<file path="config.mk">
export PLATFORM = sky130hd
export DESIGN_NAME = hazard_scoreboard_flat
export DESIGN_NICKNAME = d
export VERILOG_FILES = /design/src/rtl/hazard_scoreboard_if.sv /design/src/rtl/hazard_scoreboard.sv /design/src/flat_wrapper.sv
export SDC_FILE = /design/constraint.sdc
export NUM_CORES = 1
export LEC_CHECK = 0
export ABC_AREA = 1
export BUFFER_PORTS_ARGS = -buffer_cell sky130_fd_sc_hd__buf_2
export CORE_ASPECT_RATIO = 0.5
export CORE_MARGIN = 3
export CORE_UTILIZATION = 40
export DETAILED_ROUTE_END_ITERATION = 7
export GPL_ROUTABILITY_DRIVEN = 1
export SYNTH_ARGS = -nofsm -noshare
export SYNTH_HDL_FRONTEND = slang
export SYNTH_SLANG_ARGS = --single-unit
export TNS_END_PERCENT = 20
</file>
<file path="constraint.sdc">
create_clock -name clock -period 2.9 [get_ports clock]
set_input_delay 0.435 -clock clock [delete_from_list [all_inputs] [get_ports clock]]
set_output_delay 0.435 -clock clock [all_outputs]
set_load 0.01 [all_outputs]
</file>
<file path="src/rtl/hazard_scoreboard_if.sv">
// Decode-side bundle for hazard_scoreboard: decode fields, flush/freeze controls,
// and the stall / forwarding-select results returned to the pipeline.
interface hazard_scoreboard_if #(
    parameter int unsigned STAGES   = 3,
    parameter int unsigned REG_BITS = 5
);
    localparam int unsigned SEL_BITS = $clog2(STAGES + 1);

    logic                id_valid;
    logic [REG_BITS-1:0] id_rs1;
    logic [REG_BITS-1:0] id_rs2;
    logic [REG_BITS-1:0] id_rd;
    logic                id_regWrite;
    logic                id_memRead;
    logic                flush;
    logic                freeze;
    logic                stall;
    logic [SEL_BITS-1:0] fwd_sel_1;
    logic [SEL_BITS-1:0] fwd_sel_2;

    modport master (
        output id_valid, id_rs1, id_rs2, id_rd, id_regWrite, id_memRead, flush, freeze,
        input  stall, fwd_sel_1, fwd_sel_2
    );

    modport slave (
        input  id_valid, id_rs1, id_rs2, id_rd, id_regWrite, id_memRead, flush, freeze,
        output stall, fwd_sel_1, fwd_sel_2
    );
endinterface

</file>
<file path="src/rtl/hazard_scoreboard.sv">
// In-flight destination tracker producing load-use stall and EX forwarding selects.
// Optional stall/flush event counters are built when HAZARD_STATS_EN is defined.
module hazard_scoreboard #(
    parameter int unsigned STAGES      = 3,
    parameter int unsigned LOAD_AVAIL  = 3,
    parameter int unsigned FLUSH_DEPTH = 2,
    parameter int unsigned REG_BITS    = 5
) (
    input  logic               clock,
    input  logic               reset,
    hazard_scoreboard_if.slave hz
`ifdef HAZARD_STATS_EN
    ,
    output logic [31:0]        stall_count,
    output logic [31:0]        flush_count
`endif
);
    localparam int unsigned SEL_BITS = $clog2(STAGES + 1);

    typedef struct packed {
        logic                valid;
        logic [REG_BITS-1:0] rd;
        logic                reg_write;
        logic                mem_read;
    } entry_t;

    entry_t [STAGES:1]   ent_q, ent_d;
    logic [REG_BITS-1:0] rs1_q, rs1_d, rs2_q, rs2_d;
    logic [STAGES:1]     live;
    logic                stall;
    logic [SEL_BITS-1:0] sel1, sel2;

    always_comb begin
        live = '0;
        for (int k = 1; k <= int'(STAGES); k++) begin
            live[k] = ent_q[k].valid & ent_q[k].reg_write & (ent_q[k].rd != '0);
        end
    end

    // Only loads too young to reach LOAD_AVAIL by the dependent's EX cycle stall.
    always_comb begin
        stall = 1'b0;
        for (int k = 1; k <= int'(STAGES); k++) begin
            if ((k + 2 <= int'(LOAD_AVAIL)) && live[k] && ent_q[k].mem_read &&
                ((ent_q[k].rd == hz.id_rs1) || (ent_q[k].rd == hz.id_rs2))) begin
                stall = 1'b1;
            end
        end
        if (!hz.id_valid || hz.flush) begin
            stall = 1'b0;
        end
    end

    // Walk oldest to youngest so the youngest matching writer overrides.
    always_comb begin
        sel1 = '0;
        sel2 = '0;
        for (int k = int'(STAGES); k >= 2; k--) begin
            if (live[k] && !(ent_q[k].mem_read && (k < int'(LOAD_AVAIL)))) begin
                if (ent_q[k].rd == rs1_q) sel1 = SEL_BITS'(k);
                if (ent_q[k].rd == rs2_q) sel2 = SEL_BITS'(k);
            end
        end
    end

    assign hz.stall     = stall;
    assign hz.fwd_sel_1 = sel1;
    assign hz.fwd_sel_2 = sel2;

    always_comb begin
        ent_d = ent_q;
        rs1_d = rs1_q;
        rs2_d = rs2_q;
        if (!hz.freeze) begin
            for (int k = 2; k <= int'(STAGES); k++) begin
                ent_d[k] = ent_q[k-1];
            end
            if (hz.id_valid && !stall && !hz.flush) begin
                ent_d[1].valid     = 1'b1;
                ent_d[1].rd        = hz.id_rd;
                ent_d[1].reg_write = hz.id_regWrite;
                ent_d[1].mem_read  = hz.id_memRead;
                rs1_d              = hz.id_rs1;
                rs2_d              = hz.id_rs2;
            end else begin
                ent_d[1] = '0;
                rs1_d    = '0;
                rs2_d    = '0;
            end
            if (hz.flush) begin
                for (int k = 1; k <= int'(FLUSH_DEPTH); k++) begin
                    ent_d[k] = '0;
                end
            end
        end
    end

    always_ff @(posedge clock or negedge reset) begin
        if (!reset) begin
            ent_q <= '0;
            rs1_q <= '0;
            rs2_q <= '0;
        end else begin
            ent_q <= ent_d;
            rs1_q <= rs1_d;
            rs2_q <= rs2_d;
        end
    end

`ifdef HAZARD_STATS_EN
    logic [31:0] stall_cnt_q, flush_cnt_q;

    always_ff @(posedge clock or negedge reset) begin
        if (!reset) begin
            stall_cnt_q <= '0;
            flush_cnt_q <= '0;
        end else if (!hz.freeze) begin
            if (stall)    stall_cnt_q <= stall_cnt_q + 32'd1;
            if (hz.flush) flush_cnt_q <= flush_cnt_q + 32'd1;
        end
    end

    assign stall_count = stall_cnt_q;
    assign flush_count = flush_cnt_q;
`endif
endmodule

</file>
<file path="src/flat_wrapper.sv">
// flat-port wrapper written by rule: the top's interface ports become plain ports
module hazard_scoreboard_flat 
#(
    parameter int unsigned STAGES      = 3,
    parameter int unsigned LOAD_AVAIL  = 3,
    parameter int unsigned FLUSH_DEPTH = 2,
    parameter int unsigned REG_BITS    = 5
)
  (clock, reset, hz_id_valid, hz_id_rs1, hz_id_rs2, hz_id_rd, hz_id_regWrite, hz_id_memRead, hz_flush, hz_freeze, hz_stall, hz_fwd_sel_1, hz_fwd_sel_2);
  hazard_scoreboard_if #(.STAGES(STAGES), .REG_BITS(REG_BITS)) hz_i ();
  input  logic clock;
  input  logic reset;
  input wire logic [$bits(hz_i.id_valid)-1:0] hz_id_valid;
  input wire logic [$bits(hz_i.id_rs1)-1:0] hz_id_rs1;
  input wire logic [$bits(hz_i.id_rs2)-1:0] hz_id_rs2;
  input wire logic [$bits(hz_i.id_rd)-1:0] hz_id_rd;
  input wire logic [$bits(hz_i.id_regWrite)-1:0] hz_id_regWrite;
  input wire logic [$bits(hz_i.id_memRead)-1:0] hz_id_memRead;
  input wire logic [$bits(hz_i.flush)-1:0] hz_flush;
  input wire logic [$bits(hz_i.freeze)-1:0] hz_freeze;
  output wire logic [$bits(hz_i.stall)-1:0] hz_stall;
  output wire logic [$bits(hz_i.fwd_sel_1)-1:0] hz_fwd_sel_1;
  output wire logic [$bits(hz_i.fwd_sel_2)-1:0] hz_fwd_sel_2;
  assign hz_i.id_valid = hz_id_valid;
  assign hz_i.id_rs1 = hz_id_rs1;
  assign hz_i.id_rs2 = hz_id_rs2;
  assign hz_i.id_rd = hz_id_rd;
  assign hz_i.id_regWrite = hz_id_regWrite;
  assign hz_i.id_memRead = hz_id_memRead;
  assign hz_i.flush = hz_flush;
  assign hz_i.freeze = hz_freeze;
  assign hz_stall = hz_i.stall;
  assign hz_fwd_sel_1 = hz_i.fwd_sel_1;
  assign hz_fwd_sel_2 = hz_i.fwd_sel_2;
  hazard_scoreboard #(.STAGES(STAGES), .LOAD_AVAIL(LOAD_AVAIL), .FLUSH_DEPTH(FLUSH_DEPTH), .REG_BITS(REG_BITS)) u_core (.clock(clock), .reset(reset), .hz(hz_i));
endmodule
</file>
# Word-level counts from Yosys, hierarchy flattened
# Index checks and enable logic that the tools add are counted.
# W data, S select, Z words.
# totals
ram_bits	0
reg_bits	33
mem_bits_ro	0
memories	0
out_inout_bits	5
latchBits	0
elab_cells	53
in_bits	22
# op_classes
eq_ne	6
bitwise_logic	6
muxes	14
shifts	0
add_sub_neg	0
n_reduce_logical	14
n_mul	0
order_cmp	0
div	0
# ops
cell	count
$eq A5 B5 Y1	6
$mux W16	1
$mux W2	8
$reduce_bool A5 Y1	3
$mux W5	2
$mux W8	1
$and A1 B1 Y1	6
$logic_and A1 B1 Y1	5
$logic_not A1 Y1	4
$logic_or A1 B1 Y1	2
$mux W1	2

# Depth between registers and ports, before layout
# Gate-level depths: netlist of run 1.
# depth
word_depth	11
depth_mapped	10
ltp_nobuf	9

# Worst setup path after synthesis of run 1
# OpenSTA, ideal clock, no wires.
# synth_path
path_type	input-to-output
startpoint	input port hz_id_rs2[4]
endpoint	output port hz_stall
required_time_ns	2.465
cell_stages	9
slack_ns	1.290
path_buffers	1
arrival_time_ns	1.175
cell_sequence	inv_1 > nand2_1 > nand2_1 > nor2_2 > nand3_2 > nand2_2 > nand2_4 > buf_12 > nor3_4
# synth_via
elab_chain_len	5
# synth_rtl
item	line_no	source
from (decl)	flat_wrapper.sv:15	input wire logic [$bits(hz_i.id_rs2)-1:0] hz_id_rs2;
$eq A5 B5 Y1	hazard_scoreboard.sv:45	((ent_q[k].rd == hz.id_rs1) || (ent_q[k].rd == hz.id_rs2))) begin
$logic_or A1 B1 Y1	hazard_scoreboard.sv:45	
$logic_and A1 B1 Y1	hazard_scoreboard.sv:44	if ((k + 2 <= int'(LOAD_AVAIL)) && live[k] && ent_q[k].mem_read &&
$mux W1	hazard_scoreboard.sv:44	
$mux W1	hazard_scoreboard.sv:49	if (!hz.id_valid || hz.flush) begin
to (decl)	flat_wrapper.sv:21	output wire logic [$bits(hz_i.stall)-1:0] hz_stall;
# No other way between the ends.

# Worst setup path in the final report of run 1
# layout_path
startpoint	register u_core.ent_q[4] (netlist name)
endpoint	output port hz_stall
# layout_via
elab_chain_len	6
word_cells_on_any_way	9
classes_between	2 x eq/ne; 2 x mux; 1 x bitwise; 4 x reduce/logical
# layout_rtl
item	line_no	source
from (decl)	hazard_scoreboard.sv:27	entry_t [STAGES:1] ent_q, ent_d;
from (signal assigned)	hazard_scoreboard.sv:104	ent_q <= ent_d;
$reduce_bool A5 Y1	hazard_scoreboard.sv:36	live[k] = ent_q[k].valid & ent_q[k].reg_write & (ent_q[k].rd != '0);
$and A1 B1 Y1	hazard_scoreboard.sv:36	
$logic_and A1 B1 Y1	hazard_scoreboard.sv:44	
$logic_and A1 B1 Y1 *	hazard_scoreboard.sv:44	
$mux W1 *	hazard_scoreboard.sv:44	
$mux W1 *	hazard_scoreboard.sv:49	
# Every way passes the cells marked *; elsewhere a longest branch is shown, timed or not.

==> results of run 1 <==
cells by family after synthesis:
logic type,share of synthesized area
AOI/OAI and AO/OA,0.0455
xor gates and xnor gates,0.103
buffers and inverters,0.0756
DFF,0.441
and+or+nand+nor,0.334
worst max-delay path: stages, from the launching register on:
cell,delay [ns]
dfrtp_1,0.48
inv_1,0.06
nand2_1,0.06
nand2_1,0.06
nor2_2,0.09
nand3_2,0.08
nand2_2,0.08
nand2_4,0.17
nor3_4,0.15
buf_2,0.14
power by group through the flow:
stage	Sequential, mW	Combinational (mW)	Clock [mW]
final	0.516	0.141	0.325
after global routing	0.520	0.164	0.361
after CTS	0.516	0.143	0.337
after detailed placement	0.525	0.142	0
after global placement	0.524	0.139	0
after floorplan	0.516	0.0982	0
cell type report:
cell class              count  area (µm²)  share of cell area
multi-input cells         167         903               0.430
well taps                  54        67.6              0.0321
flip-flops and latches     33         826               0.393
clock inverters             2        10.0             0.00476
clock buffers               6        72.6              0.0345
repair buffers             26         130              0.0619
inverters                  25        93.8              0.0446
metal layers:
metal / vias to the layer above / GRT usage
met5: - / 0
met4: 0 / 0.0523
met3: 3 / 0.0420
met2: 29 / 0.254
met1: 680 / 0.242
li1: 790 / -
state kept, by name, summed over array words and instances, names as in the netlist:
signal,cells
u_core.ent_q,23
u_core.rs1_q,5
u_core.rs2_q,5
cell usage after synthesis (2+ instances only):
cell      number
nand2_1       70
dfrtp_1       33
nand3_1       19
xnor2_1       16
inv_1         14
nor2_1        13
o21ai_1       13
inv_2         10
nand3_2        9
nand4_1        7
xor2_1         6
clkbuf_1       4
o21ai_0        4
nor2_2         3
nand2_2        2
nor3_1         2
nor3_4         2
through the flow:
stage	hold WS (ns)	setup WS [ns]
CTS	0.227	0.802
global placement	0.473	1.02
floorplan	0.139	1.29
detailed placement	0.481	0.982
finish	0.212	0.828
global route	0.257	0.666
worst paths after layout:
kind | cells past startpoint | startpoint | endpoint | slack, ns
min in group clock | 3 | hz_id_rd[0] | u_core.ent_q[2] | 0.38
setup / recovery | 9 | u_core.ent_q[4] | hz_stall | 0.83
setup reg to reg | 9 | u_core.ent_q[2] | u_core.rs2_q[2] | 1.47
hold reg to reg | 2 | u_core.ent_q[17] | u_core.ent_q[17] | 0.49
hold / removal | 1 | reset | u_core.ent_q[1] | 0.21
max in group asynchronous | 1 | reset | u_core.rs2_q[2] | 2.21
==> impl_metrics.json, run 1 <==
{
  "num-fill-cells": 416,
  "crit_type": "reg2out",
  "synthDistinctLibCells": 22,
  "synthTopCellsByArea": "dfrtp_1 (44%), nand2_1 (14%), xnor2_1 (7.5%)",
  "hpwl_um": 3030,
  "ctsRootBufferMaster": "clkbuf_8",
  "drive_above_1_share": 0.232,
  "combPwrFrac": 0.143,
  "async_reset_ff_frac": 1.00,
  "netlist.area_leader.share": 0.441,
  "core_mm2": 0.00418,
  "wl_met1_um": 2110,
  "hold_violations": 0,
  "final_area_mm2": 0.00210,
  "grt_overflow": 0,
  "fin_crit_ns": 2.07,
  "cts_tree": "done",
  "clk_pin_slew_ns": 0.06,
  "vdd_drop_max_uv": 186,
  "nNetsFinal": 280,
  "clock_sinks": 33,
  "yosysWarnings": 0,
  "clk_latency_ns": 0.28,
  "outcome": "finished, final reports clean",
  "leakage_nw": 1.11,
  "grt_start_max_net_pins": 36,
  "ys_ff_latch": 33,
  "post_cts_resized": 0,
  "fmax_mhz": 483,
  "highest_layer": "met4",
  "numCtsBuffers": 5,
  "max_slew.worst_pin.slew_ns": 0.850,
  "cap_violations": 0,
  "remaining_drc_errors": 0,
  "finalWirelength_um": 3950,
  "intPower_mw": 0.709,
  "die_y_um": 54.4,
  "antenna_found_initial": 0,
  "cts_hold_buf": 0,
  "place_inst": 305,
  "final_max_slew_viol_count": 0,
  "port_buffers": 26,
  "drt_first_iter_violations": 60,
  "hp-class": "in2async",
  "p_clk_frac": 0.331,
  "placed_area_mm2": 0.00202,
  "final_cell_count_no_fill": 313,
  "final_common_cell": "nand2_1",
  "clock_skew_ns": 0.00329,
  "die_x_um": 103,
  "antenna_left": 0,
  "post_cts_buffers": 0,
  "avgRoutedWirePerCell_um": 12.6,
  "cp_max_fo": 19,
  "p_sw_mw": 0.273,
  "min_period_over_period": 0.714,
  "syn_area_per_cell_um2": 8.06,
  "wl_met2_um": 1590,
  "ys_seq_area_frac": 0.441,
  "setup_tns_ns": 0,
  "grt_pass1_vias": 1494,
  "power.share.switching": 0.278,
  "vias": 1502,
  "rsz0062_at_grt": "no",
  "dieArea_mm2": 0.00558,
  "setup_viol": 0,
  "syn2layout_area_growth_pct": 12.4,
  "finalPower_mw": 0.983,
  "vias_per_cell": 4.80,
  "routed-wl-met3_um": 225,
  "gp_congestion": 0.802,
  "diodes": 0,
  "synth_nets": 254,
  "grt_pass1_wl_um": 7020,
  "synth-edff-count": 0,
  "grt_usage": 0.169,
  "cp.arrival_ns": 1.64,
  "worstSetupStartpointType": "flop",
  "cp_data_required_time_ns": 2.47,
  "start_util": 0.447,
  "pwr-share-seq": 0.526,
  "synthCells": 232,
  "netlist_area_mm2": 0.00187,
  "endpoint_kind": "primary output",
  "ios": 27,
  "layout_common_cells": "nand2_1 (70), dfrtp_1 (33), buf_2 (26)",
  "first_pass_iters": 5,
  "rows": 16,
  "power_density_mw_per_mm2": 467,
  "clockBufferDepth": 2,
  "synth.largest_area_cell": "dfrtp_1",
  "final_util": 0.503,
  "slew_headroom": 0.431,
  "synthFlopType": "dfrtp_1",
  "htree_levels": 2
}
Note: power is estimated with default switching activity, not from simulation.
==> inputs of run 2 (changes only) <==
Clock period 2.9 ns to 2.1 ns, I/O delays scaled along.
==> impl_metrics.json, run 2 (synthesized netlist as in run 1, its figures left out) <==
{
  "die_y_um": 54.4,
  "endpoint_kind": "primary output",
  "vias_per_cell": 4.85,
  "grt_pass1_wl_um": 7300,
  "cts_hold_buf": 0,
  "cp_max_fo": 19,
  "worstPathCellList": "inv_2, nand2_1, nand2_1, nor2_1, nand3_1, nand2_2, nand2_4, nor3_4, buf_2",
  "ios": 27,
  "num-fill-cells": 400,
  "die_x_um": 103,
  "clock_skew_ns": 0.00472,
  "clockBufferDepth": 2,
  "antenna_found_initial": 0,
  "finalWirelength_um": 4180,
  "hpwl_um": 3100,
  "layout_common_cells": "nand2_1 (70), dfrtp_1 (30), buf_2 (26)",
  "slew_headroom": 0.442,
  "ctsRootBufferMaster": "clkbuf_8",
  "placed_area_mm2": 0.00203,
  "dieArea_mm2": 0.00558,
  "rsz0062_at_grt": "no",
  "max_slew.worst_pin.slew_ns": 0.835,
  "leakage_nw": 1.13,
  "hold_violations": 0,
  "min_period_over_period": 0.934,
  "grt_start_max_net_pins": 34,
  "clk_pin_slew_ns": 0.07,
  "syn2layout_area_growth_pct": 15.8,
  "cp.arrival_ns": 1.65,
  "cpMostUsedCell": "nand2_1",
  "cap_violations": 0,
  "vias": 1522,
  "cp_data_required_time_ns": 1.78,
  "hp-class": "in2async",
  "first_pass_iters": 4,
  "drive_above_1_share": 0.250,
  "drt_first_iter_violations": 50,
  "largest_reg_flops": 23,
  "core_mm2": 0.00418,
  "port_buffers": 26,
  "start_util": 0.447,
  "setup_viol": 0,
  "nNetsFinal": 281,
  "antenna_left": 0,
  "vdd_drop_max_uv": 451,
  "rows": 16,
  "grt_usage": 0.176,
  "regMostFlops": "u_core.ent_q",
  "avgRoutedWirePerCell_um": 13.3,
  "cpPeakStageDelay_ns": 0.47,
  "gp_congestion": 0.941,
  "grt_pass1_vias": 1479,
  "worstSetupStartpointType": "flop",
  "final_common_cell": "nand2_1",
  "final_max_slew_viol_count": 0,
  "clock_sinks": 33,
  "final_area_mm2": 0.00217,
  "power_density_mw_per_mm2": 753,
  "fin_crit_ns": 1.96,
  "clk_latency_ns": 0.29,
  "crit_family": "simple AND/OR/NAND/NOR gates",
  "diodes": 0,
  "largestRegisters": "u_core.ent_q x23, u_core.rs1_q x5, u_core.rs2_q x5",
  "crit_type": "reg2out",
  "grt_overflow": 0,
  "setup_tns_ns": 0,
  "numCtsBuffers": 5,
  "slowest_stage": "dfrtp_1",
  "cp_num_buf_inv": 2,
  "outcome": "finished, final reports clean",
  "htree_levels": 2,
  "cts_tree": "done",
  "fmax_mhz": 510,
  "remaining_drc_errors": 0
}
## run 2: final timing paths
kind                                 startpoint               to  slack (ns)  depth (start not counted)
worst max-delay path            u_core.ent_q[5]         hz_stall        0.14                          9
worst min-delay path                      reset  u_core.ent_q[5]        0.08                          1
worst max register to register  u_core.ent_q[5]  u_core.rs2_q[3]        0.70                          7
worst min register to register  u_core.ent_q[8]  u_core.ent_q[8]        0.49                          2
max in group asynchronous                 reset  u_core.ent_q[2]        1.51                          1
min in group clock                  hz_id_rd[3]  u_core.ent_q[5]        0.24                          3
## run 2: per-layer routing
metal | global-route usage | part of all wire | routed length (µm) | up-vias
met3 | 0.0433 | 0.054 | 227 | 6
li1 | - | - | - | 790
met5 | 0 | 0 | 0 | -
met2 | 0.245 | 0.40 | 1660 | 44
met4 | 0.0566 | 0.013 | 53 | 0
met1 | 0.265 | 0.54 | 2250 | 682
## run 2: where the power goes
part           leakage [nW]  total [mW]  internal, mW  switching (mW)
Combinational         0.621       0.199        0.0817           0.118
Clock                0.0681       0.721         0.471           0.249
Sequential            0.443       0.711         0.670          0.0412
## run 2: area by class of cell
| class | count | area (µm²) | area share |
|---|---|---|---|
| clock buffers | 5 | 68.8 | 0.0318 |
| inverters | 25 | 93.8 | 0.0433 |
| clock inverters | 3 | 65.1 | 0.0300 |
| well taps | 54 | 67.6 | 0.0312 |
| flip-flops and latches | 33 | 830 | 0.383 |
| repair buffers | 27 | 138 | 0.0635 |
| multi-input cells | 167 | 903 | 0.417 |
## run 2: metrics by stage
step / utilization / cells / hold slack [ns] / setup WS, ns / power (mW)
2_1_floorplan: - / 232 / 0.0194 / 0.631 / 0.848
3_3_place_gp: 0.485 / 306 / 0.410 / 0.471 / 0.917
3_5_place_dp: 0.485 / 306 / 0.418 / 0.440 / 0.924
4_1_cts: 0.517 / 314 / 0.104 / 0.119 / 1.64
5_1_grt: 0.518 / 314 / 0.136 / 0.00385 / 1.72
6_report: 0.518 / 314 / 0.0763 / 0.139 / 1.63
## run 2: timing repair
action | CTS | global route
hold endpoints to repair | 0 | 0
gates resized for setup | 0 | 3
setup endpoints to repair | 0 | 1
setup buffers | 0 | 0
==> inputs of run 3 (changes only) <==
Clock period 2.1 ns to 1.7 ns, I/O delays scaled along.
==> impl_metrics.json, run 3 (synthesized netlist as in run 1, its figures left out) <==
{
  "finalWirelength_um": 4120,
  "vias": 1502,
  "hp-class": "in2async",
  "final_area_mm2": 0.00220,
  "clk_pin_slew_ns": 0.07,
  "outcome": "finished, final reports clean",
  "ctsRootBufferMaster": "clkbuf_8",
  "dieArea_mm2": 0.00558,
  "core_mm2": 0.00418,
  "worstPathCellList": "nand2_1, nand2_1, nor2_2, nand3_2, nand2_2, nand2_4, nor3_4, buf_2",
  "cpMostUsedCell": "nand2_1",
  "grt_start_max_net_pins": 34,
  "largestRegisters": "u_core.ent_q x23, u_core.rs1_q x5, u_core.rs2_q x5",
  "placed_area_mm2": 0.00205,
  "leakage_nw": 1.14,
  "remaining_drc_errors": 0,
  "ios": 27,
  "setup_viol": 0,
  "drt_first_iter_violations": 70,
  "clock_sinks": 33,
  "cts_tree": "done",
  "slowest_stage": "dfrtp_2",
  "rsz0062_at_grt": "yes",
  "clock_skew_ns": 0.00474,
  "endpoint_kind": "primary output",
  "vdd_drop_max_uv": 408,
  "cap_violations": 0,
  "start_util": 0.447,
  "diodes": 0,
  "final_cell_count_no_fill": 319,
  "place_worst_setup_slack_ns": 0.232,
  "nNetsFinal": 286,
  "cp_data_required_time_ns": 1.44,
  "cpPeakStageDelay_ns": 0.44,
  "wl_met1_um": 2250,
  "htree_levels": 2,
  "port_buffers": 26,
  "highest_layer": "met4",
  "layout_common_cells": "nand2_1 (70), dfrtp_1 (28), buf_2 (26)",
  "cp_max_fo": 6,
  "slew_headroom": 0.518,
  "grt_usage": 0.170,
  "final_common_cell": "nand2_1",
  "regMostFlops": "u_core.ent_q",
  "hpwl_um": 3110,
  "fin_hold_ws_ns": 0.0246,
  "max_slew.worst_pin.slew_ns": 0.723,
  "grt_overflow": 0,
  "gp_congestion": 0.885,
  "wl_met2_um": 1630,
  "power_density_mw_per_mm2": 859,
  "hold_violations": 0,
  "first_pass_iters": 4,
  "fin_crit_ns": 1.70,
  "largest_reg_flops": 23,
  "clockBufferDepth": 2,
  "vias_per_cell": 4.71,
  "cp.arrival_ns": 1.44,
  "crit_type": "reg2out",
  "fmax_mhz": 590,
  "clk_latency_ns": 0.28,
  "setup_slack_ns": 0.00483,
  "grt_pass1_wl_um": 7090,
  "syn2layout_area_growth_pct": 17.5,
  "die_x_um": 103,
  "die_y_um": 54.4,
  "drive_above_1_share": 0.275,
  "numCtsBuffers": 5,
  "grt_pass1_vias": 1451,
  "routed-wl-met3_um": 190,
  "final_max_slew_viol_count": 0,
  "antenna_found_initial": 0,
  "rows": 16,
  "avgRoutedWirePerCell_um": 12.9,
  "min_period_over_period": 0.997,
  "place_inst": 309,
  "antenna_left": 0,
  "worstSetupStartpointType": "flop"
}
run 3: cell count changes in the layout (fill, tap and decap cells not counted), sizes merged:
cell | before | now
clkbuf | 5 | 7
buf | 27 | 32
clkinv | 2 | 1
bufinv | 2 | 1
run 3: what timing repair did:
item / 4_1_cts / 5_1_grt
setup endpoints to repair: 5 / 5
hold buffers: 0 / 0
pin swaps: 1 / 4
setup buffers: 2 / 0
gates resized for setup: 2 / 5
run 3: worst max-delay path: cells and delay by family, from the launching register on:
family / cells / cell delay (ns)
simple gates: 7 / 0.56
flops: 1 / 0.44
buf+inv: 1 / 0.14
run 3: where the power goes:
| group | total, mW | switching (mW) | internal (mW) |
|---|---|---|---|
| registers | 0.880 | 0.0516 | 0.829 |
| logic | 0.252 | 0.146 | 0.106 |
| clock network | 0.756 | 0.278 | 0.478 |
run 3: final cells by class:
type / count / area (µm²)
clock inverter: 1 / 30.0
fill: 413 / 1990
timing repair buffer: 32 / 175
multi-input combinational: 167 / 912
sequential: 33 / 832
tap: 54 / 67.6
clock buffer: 7 / 86.3
inverter: 25 / 93.8
run 3: per-stage QoR:
step | setup TNS [ns] | utilization | power, mW
global route | -0.599 | 0.525 | 2.00
CTS | -0.0475 | 0.524 | 1.91
floorplan | 0 | - | 1.05
global placement | 0 | 0.490 | 1.14
finish | 0 | 0.525 | 1.89
detailed placement | 0 | 0.490 | 1.14
run 3: path summary, 6_finish.rpt:
path	from	end	slack, ns	cells after the start
hold / removal	reset	u_core.ent_q[7]	0.02	1
min in group clock	hz_id_rd[1]	u_core.ent_q[3]	0.19	3
setup / recovery	u_core.ent_q[4]	hz_stall	0.005	8
hold reg to reg	u_core.ent_q[17]	u_core.ent_q[17]	0.49	2
setup reg to reg	u_core.ent_q[4]	u_core.rs1_q[1]	0.19	10
max in group asynchronous	reset	u_core.ent_q[4]	1.17	1
run 3: layer usage:
metal	track usage	vias to the layer above
li1	-	797
met1	0.250	669
met2	0.248	31
met3	0.0394	5
met4	0.0523	0
met5	0	-
